**src/rtl/dram_arbiter.sv**
```systemverilog
// dram_arbiter: two-client round-robin arbiter for the single external DRAM
// request port. One 32-bit read or write is in flight at a time. The selected
// client's address, write data and operation are latched at grant time.
// Completion and read data go back only to the client that owns the transaction.
// Optional feature macro: DRAM_ARB_TIMEOUT_EN. When it is defined, a BUSY-state
// watchdog aborts the transaction after TIMEOUT_CYCLES cycles and pulses cX_error.
module dram_arbiter #(
   parameter int TIMEOUT_CYCLES = 1023
) (
   input  logic        clk,
   input  logic        rst_n,
   input  logic        c0_req_read,
   input  logic        c0_req_write,
   input  logic [23:0] c0_addr,
   input  logic [31:0] c0_wdata,
   output logic [31:0] c0_rdata,
   output logic        c0_done,
   output logic        c0_error,
   input  logic        c1_req_read,
   input  logic        c1_req_write,
   input  logic [23:0] c1_addr,
   input  logic [31:0] c1_wdata,
   output logic [31:0] c1_rdata,
   output logic        c1_done,
   output logic        c1_error,
   output logic        dram_req_read,
   output logic        dram_req_write,
   output logic [23:0] dram_addr,
   output logic [31:0] dram_data_out,
   input  logic [31:0] dram_data_in,
   input  logic        dram_data_valid,
   input  logic        dram_write_complete,
   output logic        grant,
   output logic        busy
);

   typedef enum logic [1:0] {
      ST_IDLE = 2'd0,
      ST_BUSY = 2'd1,
      ST_DONE = 2'd2
   } state_t;

   state_t      state_reg, state_next;
   logic        last_grant_reg;
   logic        grant_reg;
   logic        op_read_reg;
   logic        dram_req_read_reg;
   logic        dram_req_write_reg;
   logic [23:0] dram_addr_reg;
   logic [31:0] dram_data_out_reg;

   logic        req0, req1;
   logic        win;
   logic        sel_read;
   logic [23:0] sel_addr;
   logic [31:0] sel_wdata;
   logic        launch;
   logic        complete;
   logic        expire;

`ifdef DRAM_ARB_TIMEOUT_EN
   localparam int TIMER_W = $clog2(TIMEOUT_CYCLES + 1);
   logic [TIMER_W-1:0] timer_reg;
`else
   logic [31:0] timeout_unused;
   assign timeout_unused = 32'(TIMEOUT_CYCLES);
`endif

   // Winner selection: the sole requester, or the client that did not win last
   // time. A read request takes priority over a simultaneous write request.
   always_comb begin
      req0      = c0_req_read | c0_req_write;
      req1      = c1_req_read | c1_req_write;
      win       = (req0 && req1) ? ~last_grant_reg : req1;
      sel_read  = win ? c1_req_read : c0_req_read;
      sel_addr  = win ? c1_addr : c0_addr;
      sel_wdata = win ? c1_wdata : c0_wdata;
   end

   // State register.
   always_ff @(posedge clk) begin
      if (!rst_n) begin
         state_reg <= ST_IDLE;
      end else begin
         state_reg <= state_next;
      end
   end

   // Next-state logic: grant in IDLE, wait for the matching completion in BUSY,
   // and spend exactly one cycle in DONE.
   always_comb begin
      state_next = state_reg;
      launch     = 1'b0;
      complete   = 1'b0;
      expire     = 1'b0;
      case (state_reg)
         ST_IDLE: begin
            if (req0 || req1) begin
               launch     = 1'b1;
               state_next = ST_BUSY;
            end
         end
         ST_BUSY: begin
            complete = op_read_reg ? dram_data_valid : dram_write_complete;
            if (complete) begin
               state_next = ST_DONE;
            end
`ifdef DRAM_ARB_TIMEOUT_EN
            else if (timer_reg == TIMER_W'(TIMEOUT_CYCLES - 1)) begin
               expire     = 1'b1;
               state_next = ST_DONE;
            end
`endif
         end
         ST_DONE: begin
            state_next = ST_IDLE;
         end
         default: begin
            state_next = ST_IDLE;
         end
      endcase
   end

   // Latch the granted request and drive the DRAM request levels.
   always_ff @(posedge clk) begin
      if (!rst_n) begin
         last_grant_reg     <= 1'b1;
         grant_reg          <= 1'b0;
         op_read_reg        <= 1'b0;
         dram_req_read_reg  <= 1'b0;
         dram_req_write_reg <= 1'b0;
         dram_addr_reg      <= '0;
         dram_data_out_reg  <= '0;
      end else if (launch) begin
         last_grant_reg     <= win;
         grant_reg          <= win;
         op_read_reg        <= sel_read;
         dram_req_read_reg  <= sel_read;
         dram_req_write_reg <= ~sel_read;
         dram_addr_reg      <= sel_addr;
         dram_data_out_reg  <= sel_wdata;
      end else if (complete || expire) begin
         dram_req_read_reg  <= 1'b0;
         dram_req_write_reg <= 1'b0;
      end
   end

`ifdef DRAM_ARB_TIMEOUT_EN
   // BUSY watchdog: cleared on the grant edge, counts every BUSY cycle.
   always_ff @(posedge clk) begin
      if (!rst_n) begin
         timer_reg <= '0;
      end else if (launch) begin
         timer_reg <= '0;
      end else if (state_reg == ST_BUSY) begin
         timer_reg <= timer_reg + 1'b1;
      end
   end
`endif

   // Per-client response registers: read data, done pulse and error pulse.
   genvar gi;
   generate
      for (gi = 0; gi < 2; gi++) begin : g_client
         logic [31:0] rdata_reg;
         logic        done_reg;
         logic        error_reg;
         logic        owner;

         assign owner = (grant_reg == 1'(gi));

         // Completion pulse and read-data capture for the owning client only.
         always_ff @(posedge clk) begin
            if (!rst_n) begin
               rdata_reg <= '0;
               done_reg  <= 1'b0;
            end else begin
               done_reg <= complete && owner;
               if (complete && op_read_reg && owner) begin
                  rdata_reg <= dram_data_in;
               end
            end
         end

`ifdef DRAM_ARB_TIMEOUT_EN
         // Timeout pulse for the owning client; rdata is left untouched.
         always_ff @(posedge clk) begin
            if (!rst_n) begin
               error_reg <= 1'b0;
            end else begin
               error_reg <= expire && owner;
            end
         end
`else
         assign error_reg = 1'b0;
`endif
      end
   endgenerate

   assign c0_rdata       = g_client[0].rdata_reg;
   assign c0_done        = g_client[0].done_reg;
   assign c0_error       = g_client[0].error_reg;
   assign c1_rdata       = g_client[1].rdata_reg;
   assign c1_done        = g_client[1].done_reg;
   assign c1_error       = g_client[1].error_reg;
   assign dram_req_read  = dram_req_read_reg;
   assign dram_req_write = dram_req_write_reg;
   assign dram_addr      = dram_addr_reg;
   assign dram_data_out  = dram_data_out_reg;
   assign grant          = grant_reg;
   assign busy           = (state_reg != ST_IDLE);

endmodule

```
**config.mk**
```make
export PLATFORM = sky130hd
export DESIGN_NAME = dram_arbiter
export DESIGN_NICKNAME = d
export VERILOG_FILES = /design/src/rtl/dram_arbiter.sv
export SDC_FILE = /design/constraint.sdc
export NUM_CORES = 1
export LEC_CHECK = 0
export BUFFER_PORTS_ARGS = -buffer_cell sky130_fd_sc_hd__buf_2
export CORE_MARGIN = 5
export CORE_UTILIZATION = 50
export DETAILED_ROUTE_END_ITERATION = 12
export PLACE_DENSITY = 0.85
export SLEW_MARGIN = 20
export SYNTH_ARGS = -nofsm -noshare
export SYNTH_HDL_FRONTEND = slang
export SYNTH_SLANG_ARGS = --single-unit
```
**constraint.sdc**
```tcl
create_clock -name clk -period 4.6 [get_ports clk]
set_clock_uncertainty 0.05 [all_clocks]
set_input_delay 0.23 -clock clk [delete_from_list [all_inputs] [get_ports clk]]
set_output_delay 0.23 -clock clk [all_outputs]
set_load 0.005 [all_outputs]
```
==> results of run 1 <==
==> Yosys cell counts (all sizes together) <==
| master | count |
|---|---|
| a21boi | 1 |
| nand2b | 3 |
| a311oi | 56 |
| buf | 30 |
| nand4b | 1 |
| o221ai | 2 |
| dfxtp | 129 |
| a211oi | 1 |
| mux2i | 1 |
| o21a | 1 |
| a21oi | 124 |
| nor3 | 1 |
| nand2 | 1 |
| nor4 | 3 |
| nand3 | 122 |
| o21ai | 125 |
| and4b | 1 |
| inv | 3 |
| or4 | 1 |
| or2 | 1 |
| o221a | 1 |
| nor2 | 3 |
| conb | 1 |
| clkbuf | 55 |
==> routing by layer <==
| metal | vias to the layer above | track usage, % | part of all wire (%) |
|---|---|---|---|
| li1 | 2954 | - | - |
| met1 | 2926 | 31.1 | 38 |
| met2 | 316 | 42.0 | 50 |
| met3 | 38 | 8.17 | 8.7 |
| met4 | 0 | 9.96 | 3.2 |
| met5 | - | 0 | 0 |
==> path summary, 6_finish.rpt <==
kind	startpoint	end	slack, ns	depth (start not counted)
hold / removal	dram_data_in[31]	c1_rdata[31]$_SDFFE_PN0P_	0.05	3
setup / recovery	last_grant_reg$_SDFFE_PN1P_	dram_data_out[22]$_SDFFE_PN0P_	2.36	4
setup reg to reg	last_grant_reg$_SDFFE_PN1P_	dram_data_out[22]$_SDFFE_PN0P_	2.36	4
hold reg to reg	c1_rdata[10]$_SDFFE_PN0P_	c1_rdata[10]$_SDFFE_PN0P_	0.42	2
==> kinds of logic after synthesis <==
group	count (synthesis)
buffers and inverters	88
flip-flops	129
AND/OR/NAND/NOR	137
AO/OA/AOI/OAI	311
multiplexers	1
other	1
==> cell type report <==
cell class / instances / area share [%]
antenna: 1 / 0.0322
clock buffer: 18 / 5.53
tap: 143 / 2.30
multi-input combinational: 451 / 37.6
clock inverter: 14 / 2.45
inverter: 3 / 0.209
sequential: 129 / 33.3
timing repair buffer: 285 / 18.7
==> report_power, final <==
part,switching (W),internal (W),total [W]
clock,0.000497,0.000906,0.00140
sequential,0.0000538,0.00120,0.00126
combinational,0.000366,0.000241,0.000607
total,0.000917,0.00235,0.00327
==> worst reg2reg max path: cells and delay by family (launching register included) <==
| kind | cells | cell delay (ns) |
|---|---|---|
| buffers and inverters | 1 | 0.42 |
| AOI/OAI and AO/OA | 3 | 1.24 |
| DFF | 1 | 0.45 |
==> metrics by stage <==
step / power (W) / utilization [%]
global route: 0.00341 / 67.7
finish: 0.00327 / 67.7
CTS: 0.00329 / 67.7
floorplan: 0.00166 / -
global placement: 0.00188 / 62.2
detailed placement: 0.00189 / 62.2
==> flow_metrics.py, run 1 <==
metrics = {
    "run_status": {
        "outcome": "finished clean",
    },
    "clock_network": {
        "clock-root-buffer": "clkbuf_16",
        "clockBufferDepth": 2,
        "clkSlewWorstSetupHoldPaths_ns": 0.06,
        "cts_hold_buf": 1,
        "ctsResizeCount": 0,
        "cts_buffers": 17,
        "tritoncts": "done",
        "cts_setup_buffers": 0,
        "htreeDepth": 4,
        "cts_sinks": 129,
        "clock_latency_ns": 0.39,
    },
    "sta": {
        "finalSetupViolCount": 0,
        "drv_slew": 0,
        "finalHoldViolations": 0,
        "fmax_ghz": 0.446,
        "period_minus_slack_ns": 2.24,
        "worstMarginPinSlew_ns": 1.13,
        "finalCritPeriodShare_pct": 48.7,
        "finalSetupTns_ns": 0,
        "rsz0062_at_grt": "no",
        "hold_ws_ns": 0.0464,
        "relSlewSlack_pct": 25.0,
        "fin_ws_ns": 2.36,
    },
    "placement": {
        "placed_area_um2": 7130,
        "portBuffers": 277,
        "dp_cells": 1010,
        "place_hpwl_mm": 12.5,
        "gp_congestion": 0.831,
        "pre_cts_slack_ns": 2.44,
    },
    "global_routing": {
        "gr-usage-all-layers_pct": 25.5,
        "grt_start_max_net_pins": 102,
        "antenna_found_initial": 1,
        "globalRouteOverflowTotal": 0,
        "grt_pass1_wl_mm": 29.9,
        "grt_pass1_vias": 5845,
    },
    "power_and_ir_drop": {
        "power.leakage_nw": 3.20,
        "peakVddDrop_uv": 296,
        "p_per_area_nw_per_um2": 421,
    },
    "floorplan": {
        "std_cell_rows": 39,
        "fp.dieH_um": 118,
        "dieArea_um2": 14000,
        "core_um2": 11500,
        "ioPinCount": 280,
        "die_w_um": 118,
        "initial_core_util_pct": 51.2,
    },
    "final_layout": {
        "finalNonFillerCells": 1044,
        "nFillCells": 981,
        "design_area_um2": 7770,
        "fin_nets": 1039,
        "final_cell_mix": "277 x buf_2, 128 x dfxtp_1, 122 x nand3_1",
        "area.sequential_um2": 2580,
        "syn_to_final_growth_pct": 32.3,
        "final_common_cell": "buf_2",
        "drive_gt1_share_pct": 44.1,
        "multi_input_area_um2": 2920,
    },
    "route": {
        "wl_per_cell_um": 18.1,
        "drc_errors": 0,
        "first_iter_violations": 550,
        "dr_total_vias": 6234,
        "wl_mm": 18.9,
        "firstDrtPassIters": 5,
        "drtAntennaViolNets": 0,
        "via_per_inst": 5.97,
    },
    "critical_path": {
        "startpoint_type": "flop",
        "cp.required_ns": 4.85,
        "path_cells": "o21a_1 > buf_4 > o21ai_0 > a311oi_2",
        "crit_family": "compound AO/OA/AOI/OAI gates",
        "endpoint_kind": "flop",
        "cp_slowest_cell": "o21a_1",
        "max_stage_delay_ns": 0.73,
        "cp_max_fo": 30,
        "cp.arrival_ns": 2.49,
        "cp_num_buf_inv": 1,
        "worstSetupPathType": "flop to flop",
    },
    "min_path": {
        "min_path_type": "primary input to flop",
    },
    "yosys": {
        "yosysSeqAreaShare_pct": 44.0,
        "synth-compound-area-share_pct": 36.7,
        "synthAdderAreaFrac_pct": 0,
        "synth-simple-area-share_pct": 12.2,
        "synth_top_area_cell": "dfxtp_1",
        "synth_top_area_share_pct": 44.0,
        "synth_cell_types": 32,
        "netlist_instances": 667,
        "yosysWarnings": 0,
        "synth_area_um2": 5870,
        "ys_seq_elements": 129,
        "synth_top_family_by_area": "compound AO/OA/AOI/OAI gates",
        "synth_area_leaders": "dfxtp_1 44%, nand3_1 10%, a311oi_2 10%, a21oi_1 8.0%, o21ai_0 6.1%",
        "syn_area_per_cell_um2": 8.80,
        "muxShareOfSynthArea_pct": 0.171,
        "synthXorXnorAreaFrac_pct": 0,
    },
    "flow_run": {
        "maxCapViolCount": 0,
    },
}
Power figures use the tool's default switching activity.
==> run 2, diff against run 1 <==
Settings changed: CORE_UTILIZATION 50 to 47, PLACE_DENSITY 0.85 to 0.81.
Clock period 4.6 ns to 2.2 ns, I/O delays scaled along.
==> run 2 against run 1 <==
  * Hold slack worse by 0.014 ns
  * Clock power increased by 110%
  * Core utilization rose by 9.9 points
  * Cell area is 21% higher
  * Combinational power increased to 2.8 times the previous value
  * Clock-buffer cell count rose by 3
  * Register-to-register slack worse by 2.3 ns
  * Via count increased by 21%
  * Wire length is 40% higher
  * Largest power group unchanged
==> flow_metrics.py, run 2 (synthesized netlist as in run 1, its figures left out) <==
metrics = {
    "run_status": {
        "outcome": "finished clean",
    },
    "sta": {
        "finalHoldViolations": 0,
        "drv_slew": 0,
        "finalSetupViolCount": 0,
        "period_minus_slack_ns": 2.17,
        "relSlewSlack_pct": 41.1,
        "finalCritPeriodShare_pct": 98.8,
        "worstMarginPinSlew_ns": 0.884,
        "finalSetupTns_ns": 0,
        "rsz0062_at_grt": "no",
        "fmax_ghz": 0.460,
    },
    "floorplan": {
        "std_cell_rows": 40,
        "fp.dieH_um": 122,
        "ioPinCount": 280,
        "core_um2": 12100,
        "dieArea_um2": 14800,
        "initial_core_util_pct": 48.5,
        "die_w_um": 122,
    },
    "placement": {
        "portBuffers": 277,
        "gp_congestion": 0.826,
        "place_hpwl_mm": 13.4,
    },
    "critical_path": {
        "cp.required_ns": 2.50,
        "cp_max_fo": 28,
        "cp_num_buf_inv": 2,
        "cp.arrival_ns": 2.48,
        "max_stage_delay_ns": 0.59,
        "cp_slowest_cell": "dlygate4sd3_1",
        "crit_family": "buffers and inverters",
        "worstSetupPathType": "flop to flop",
        "endpoint_kind": "flop",
        "startpoint_type": "flop",
        "path_cells": "o21ai_4 > buf_6 > nand3_1 > a311oi_2 > dlygate4sd3_1",
    },
    "clock_network": {
        "clkSlewWorstSetupHoldPaths_ns": 0.05,
        "clock_latency_ns": 0.40,
        "cts_sinks": 129,
        "tritoncts": "done",
        "cts_buffers": 17,
        "htreeDepth": 4,
        "clockBufferDepth": 2,
        "clock-root-buffer": "clkbuf_16",
    },
    "final_layout": {
        "fin_nets": 1193,
        "final_common_cell": "buf_2",
        "nFillCells": 777,
        "drive_gt1_share_pct": 38.6,
        "area.sequential_um2": 2580,
        "multi_input_area_um2": 2910,
        "syn_to_final_growth_pct": 60.2,
        "final_cell_mix": "277 x buf_2, 144 x dlygate4sd3_1, 127 x dfxtp_1",
        "fin_util_pct": 77.6,
    },
    "min_path": {
        "min_path_type": "primary input to flop",
    },
    "route": {
        "firstDrtPassIters": 6,
        "wl_mm": 26.4,
        "drc_errors": 0,
        "via_per_inst": 6.15,
        "drtAntennaViolNets": 0,
        "first_iter_violations": 937,
        "dr_total_vias": 7523,
        "wl_per_cell_um": 21.6,
    },
    "flow_run": {
        "maxCapViolCount": 0,
    },
    "power_and_ir_drop": {
        "finalPower_w": 0.00729,
        "p_per_area_nw_per_um2": 775,
        "power.leakage_nw": 3.91,
        "peakVddDrop_uv": 493,
    },
    "global_routing": {
        "grt_pass1_wl_mm": 40.3,
        "gr-usage-all-layers_pct": 34.4,
        "grt_start_max_net_pins": 68,
        "grt_pass1_vias": 7485,
        "antenna_found_initial": 1,
        "globalRouteOverflowTotal": 0,
    },
}
## run 2: changes by cell type in the layout (fill, tap and decap cells not counted), sizes merged
cell         before  now
diode             1    3
dlygate4sd3       1  144
clkinv            8    5
clkbuf           18   21
clkinvlp          2    1
buf             284  295
## run 2: area by class of cell
type                       instances  area share, %
antenna                            3         0.0798
clock buffer                      21           4.79
clock inverter                    10           1.70
inverter                           3          0.146
multi-input combinational        451           31.0
sequential                       129           27.5
tap                              168           2.24
timing repair buffer             439           32.6
## run 2: timing repair
| action | 4_1_cts | 5_1_grt |
|---|---|---|
| endpoints found under the setup margin | 0 | 17 |
| gates resized for setup | 0 | 4 |
| hold endpoints to repair | 121 | 0 |
| hold buffers | 144 | 0 |
| buffers inserted | 0 | 0 |
## run 2: metal layers
| layer | GRT usage (%) | up-vias | share of wire (%) |
|---|---|---|---|
| li1 | - | 3263 | - |
| met4 | 21.4 | 0 | 7.0 |
| met2 | 56.9 | 659 | 47 |
| met1 | 39.0 | 3436 | 35 |
| met5 | 0 | - | 0 |
| met3 | 9.80 | 165 | 11 |
## run 2: worst min-delay path: cells and delay by family
family,cells,cell delay (ns)
buffers and inverters,1,0.10
AO/OA/AOI/OAI,2,0.22
## run 2: final timing paths
| check | start | to | slack, ns | depth (start not counted) |
|---|---|---|---|---|
| min reg2reg | c0_rdata[1]$_SDFFE_PN0P_ | c0_rdata[1]$_SDFFE_PN0P_ | 0.43 | 2 |
| max | last_grant_reg$_SDFFE_PN1P_ | dram_data_out[18]$_SDFFE_PN0P_ | 0.03 | 5 |
| min | c0_addr[23] | dram_addr[23]$_SDFFE_PN0P_ | 0.03 | 3 |
| max reg2reg | last_grant_reg$_SDFFE_PN1P_ | dram_data_out[18]$_SDFFE_PN0P_ | 0.03 | 5 |
## run 2: power breakdown
part / switching [W] / internal (W)
clock network: 0.00101 / 0.00192
registers: 0.000140 / 0.00252
logic: 0.000948 / 0.000751
total: 0.00210 / 0.00519
## run 2: metrics by stage
step           cell area, um2  setup slack (ns)  instances  hold slack [ns]
5_1_grt                  9400           0.00216       1222           0.0918
6_report                 9400            0.0264       1224           0.0325
4_1_cts                  9380            0.0116       1221          0.00129
2_1_floorplan            5870             0.761        668            0.132
3_3_place_gp             7330             0.440       1046            0.277
3_5_place_dp             7330             0.416       1046            0.273
==> run 3, diff against run 2 <==
Settings changed: RECOVER_POWER set to 50.
Clock period 2.2 ns to 2.48 ns, I/O delays scaled along.
==> run 3 against run 2 <==
  * First-iteration DRC count rose by 4.3%
  * Sequential cell count did not move
  * Hold slack got worse by 0.022 ns
  * Critical endpoint is now dram_data_out[11]$_SDFFE_PN0P_
  * Non-clock buffer count shrank 2
  * Critical path depth is the same
==> flow_metrics.py, run 3 (synthesized netlist as in run 1, its figures left out) <==
metrics = {
    "sta": {
        "finalSetupTns_ns": 0,
        "finalHoldViolations": 0,
        "period_minus_slack_ns": 2.36,
        "fin_ws_ns": 0.118,
        "relSlewSlack_pct": 40.9,
        "finalCritPeriodShare_pct": 95.2,
        "finalSetupViolCount": 0,
        "rsz0062_at_grt": "no",
        "fmax_ghz": 0.423,
        "hold_ws_ns": 0.0101,
        "drv_slew": 0,
        "worstMarginPinSlew_ns": 0.886,
    },
    "clock_network": {
        "tritoncts": "done",
        "cts_sinks": 129,
        "clock_latency_ns": 0.40,
        "cts_buffers": 17,
        "htreeDepth": 4,
        "cts_setup_buffers": 0,
        "clockBufferDepth": 2,
        "clock-root-buffer": "clkbuf_16",
        "clkSlewWorstSetupHoldPaths_ns": 0.06,
    },
    "critical_path": {
        "worstSetupPathType": "flop to flop",
        "cp.arrival_ns": 2.67,
        "cp_max_fo": 42,
        "worstReg2RegStart": "last_grant_reg$_SDFFE_PN1P_",
        "cp.required_ns": 2.78,
        "endpoint_kind": "flop",
        "startpoint_type": "flop",
        "startpoint": "last_grant_reg$_SDFFE_PN1P_",
    },
    "final_layout": {
        "syn_to_final_growth_pct": 59.0,
        "fin_util_pct": 77.0,
        "fin_nets": 1191,
        "drive_gt1_share_pct": 30.4,
        "final_cell_mix": "190 x buf_2, 143 x dlygate4sd3_1, 128 x dfxtp_1",
        "final_common_cell": "buf_2",
    },
    "global_routing": {
        "grt_pass1_vias": 7449,
        "antenna_found_initial": 1,
        "gr-usage-all-layers_pct": 33.5,
        "globalRouteOverflowTotal": 0,
        "grt_start_max_net_pins": 68,
        "grt_pass1_wl_mm": 39.6,
    },
    "floorplan": {
        "std_cell_rows": 40,
        "initial_core_util_pct": 48.5,
        "die_w_um": 122,
        "fp.dieH_um": 122,
        "core_um2": 12100,
        "ioPinCount": 280,
        "dieArea_um2": 14800,
    },
    "power_and_ir_drop": {
        "p_per_area_nw_per_um2": 725,
        "peakVddDrop_uv": 542,
        "power.leakage_nw": 3.64,
    },
    "route": {
        "firstDrtPassIters": 6,
        "wl_per_cell_um": 21.2,
        "drtAntennaViolNets": 0,
        "via_per_inst": 6.12,
        "first_iter_violations": 977,
        "drc_errors": 0,
        "dr_total_vias": 7477,
        "wl_mm": 25.9,
    },
    "flow_run": {
        "maxCapViolCount": 0,
    },
    "placement": {
        "place_hpwl_mm": 13.2,
        "pre_cts_slack_ns": 0.383,
        "portBuffers": 277,
        "gp_congestion": 0.820,
    },
    "min_path": {
        "min_path_type": "primary input to flop",
        "hp-start": "c0_wdata[9]",
    },
    "run_status": {
        "outcome": "finished clean",
    },
}
==> run 3: report_power, final <==
part           internal [W]  leakage (nW)  switching, W  total [W]
registers           0.00223          1.06      0.000123    0.00236
clock network       0.00193         0.330      0.000921    0.00285
logic              0.000704          2.26      0.000852    0.00156
total               0.00487          3.64       0.00190    0.00676
==> run 3: what timing repair did <==
item | CTS | global route
hold buffers | 143 | 0
endpoints found under the hold margin | 121 | 0
gates resized for setup | 0 | 2
setup endpoints to repair | 0 | 39
==> run 3: cell type report <==
class	count	area, um2
Clock inverter	11	209
Clock buffer	20	457
Timing Repair Buffer	437	2930
Antenna cell	2	5.00
Sequential cell	129	2580
Multi-Input combinational cell	451	2920
Inverter	3	13.8
Fill cell	805	2780
Tap cell	168	210
==> run 3: final timing paths <==
kind	to	slack, ns	depth (start not counted)
hold reg to reg	c1_rdata[8]$_SDFFE_PN0P_	0.42	2
hold / removal	dram_data_out[9]$_SDFFE_PN0P_	0.01	3
setup reg to reg	dram_data_out[11]$_SDFFE_PN0P_	0.12	5
setup / recovery	dram_data_out[11]$_SDFFE_PN0P_	0.12	5
==> run 3: routing by layer <==
layer / track usage [%] / vias up / routed length (um)
li1: - / 3254 / -
met1: 38.1 / 3472 / 9270
met2: 55.8 / 604 / 12200
met3: 8.77 / 147 / 2620
met4: 21.1 / 0 / 1780
met5: 0 / - / 0
==> run 3: critical path: stages (launching register included) <==
cell and delay, ns:
dfxtp_1 0.51, o21a_4 0.31, buf_12 0.23, o21ai_0 0.21, a311oi_2 0.37, dlygate4sd3_1 0.60
==> run 3: per-stage QoR <==
stage | instance area (um2) | power [W] | instances
2_1_floorplan | 5870 | 0.00308 | 668
3_3_place_gp | 7300 | 0.00353 | 1044
3_5_place_dp | 7300 | 0.00355 | 1044
4_1_cts | 9400 | 0.00663 | 1218
5_1_grt | 9330 | 0.00697 | 1220
6_report | 9330 | 0.00676 | 1221
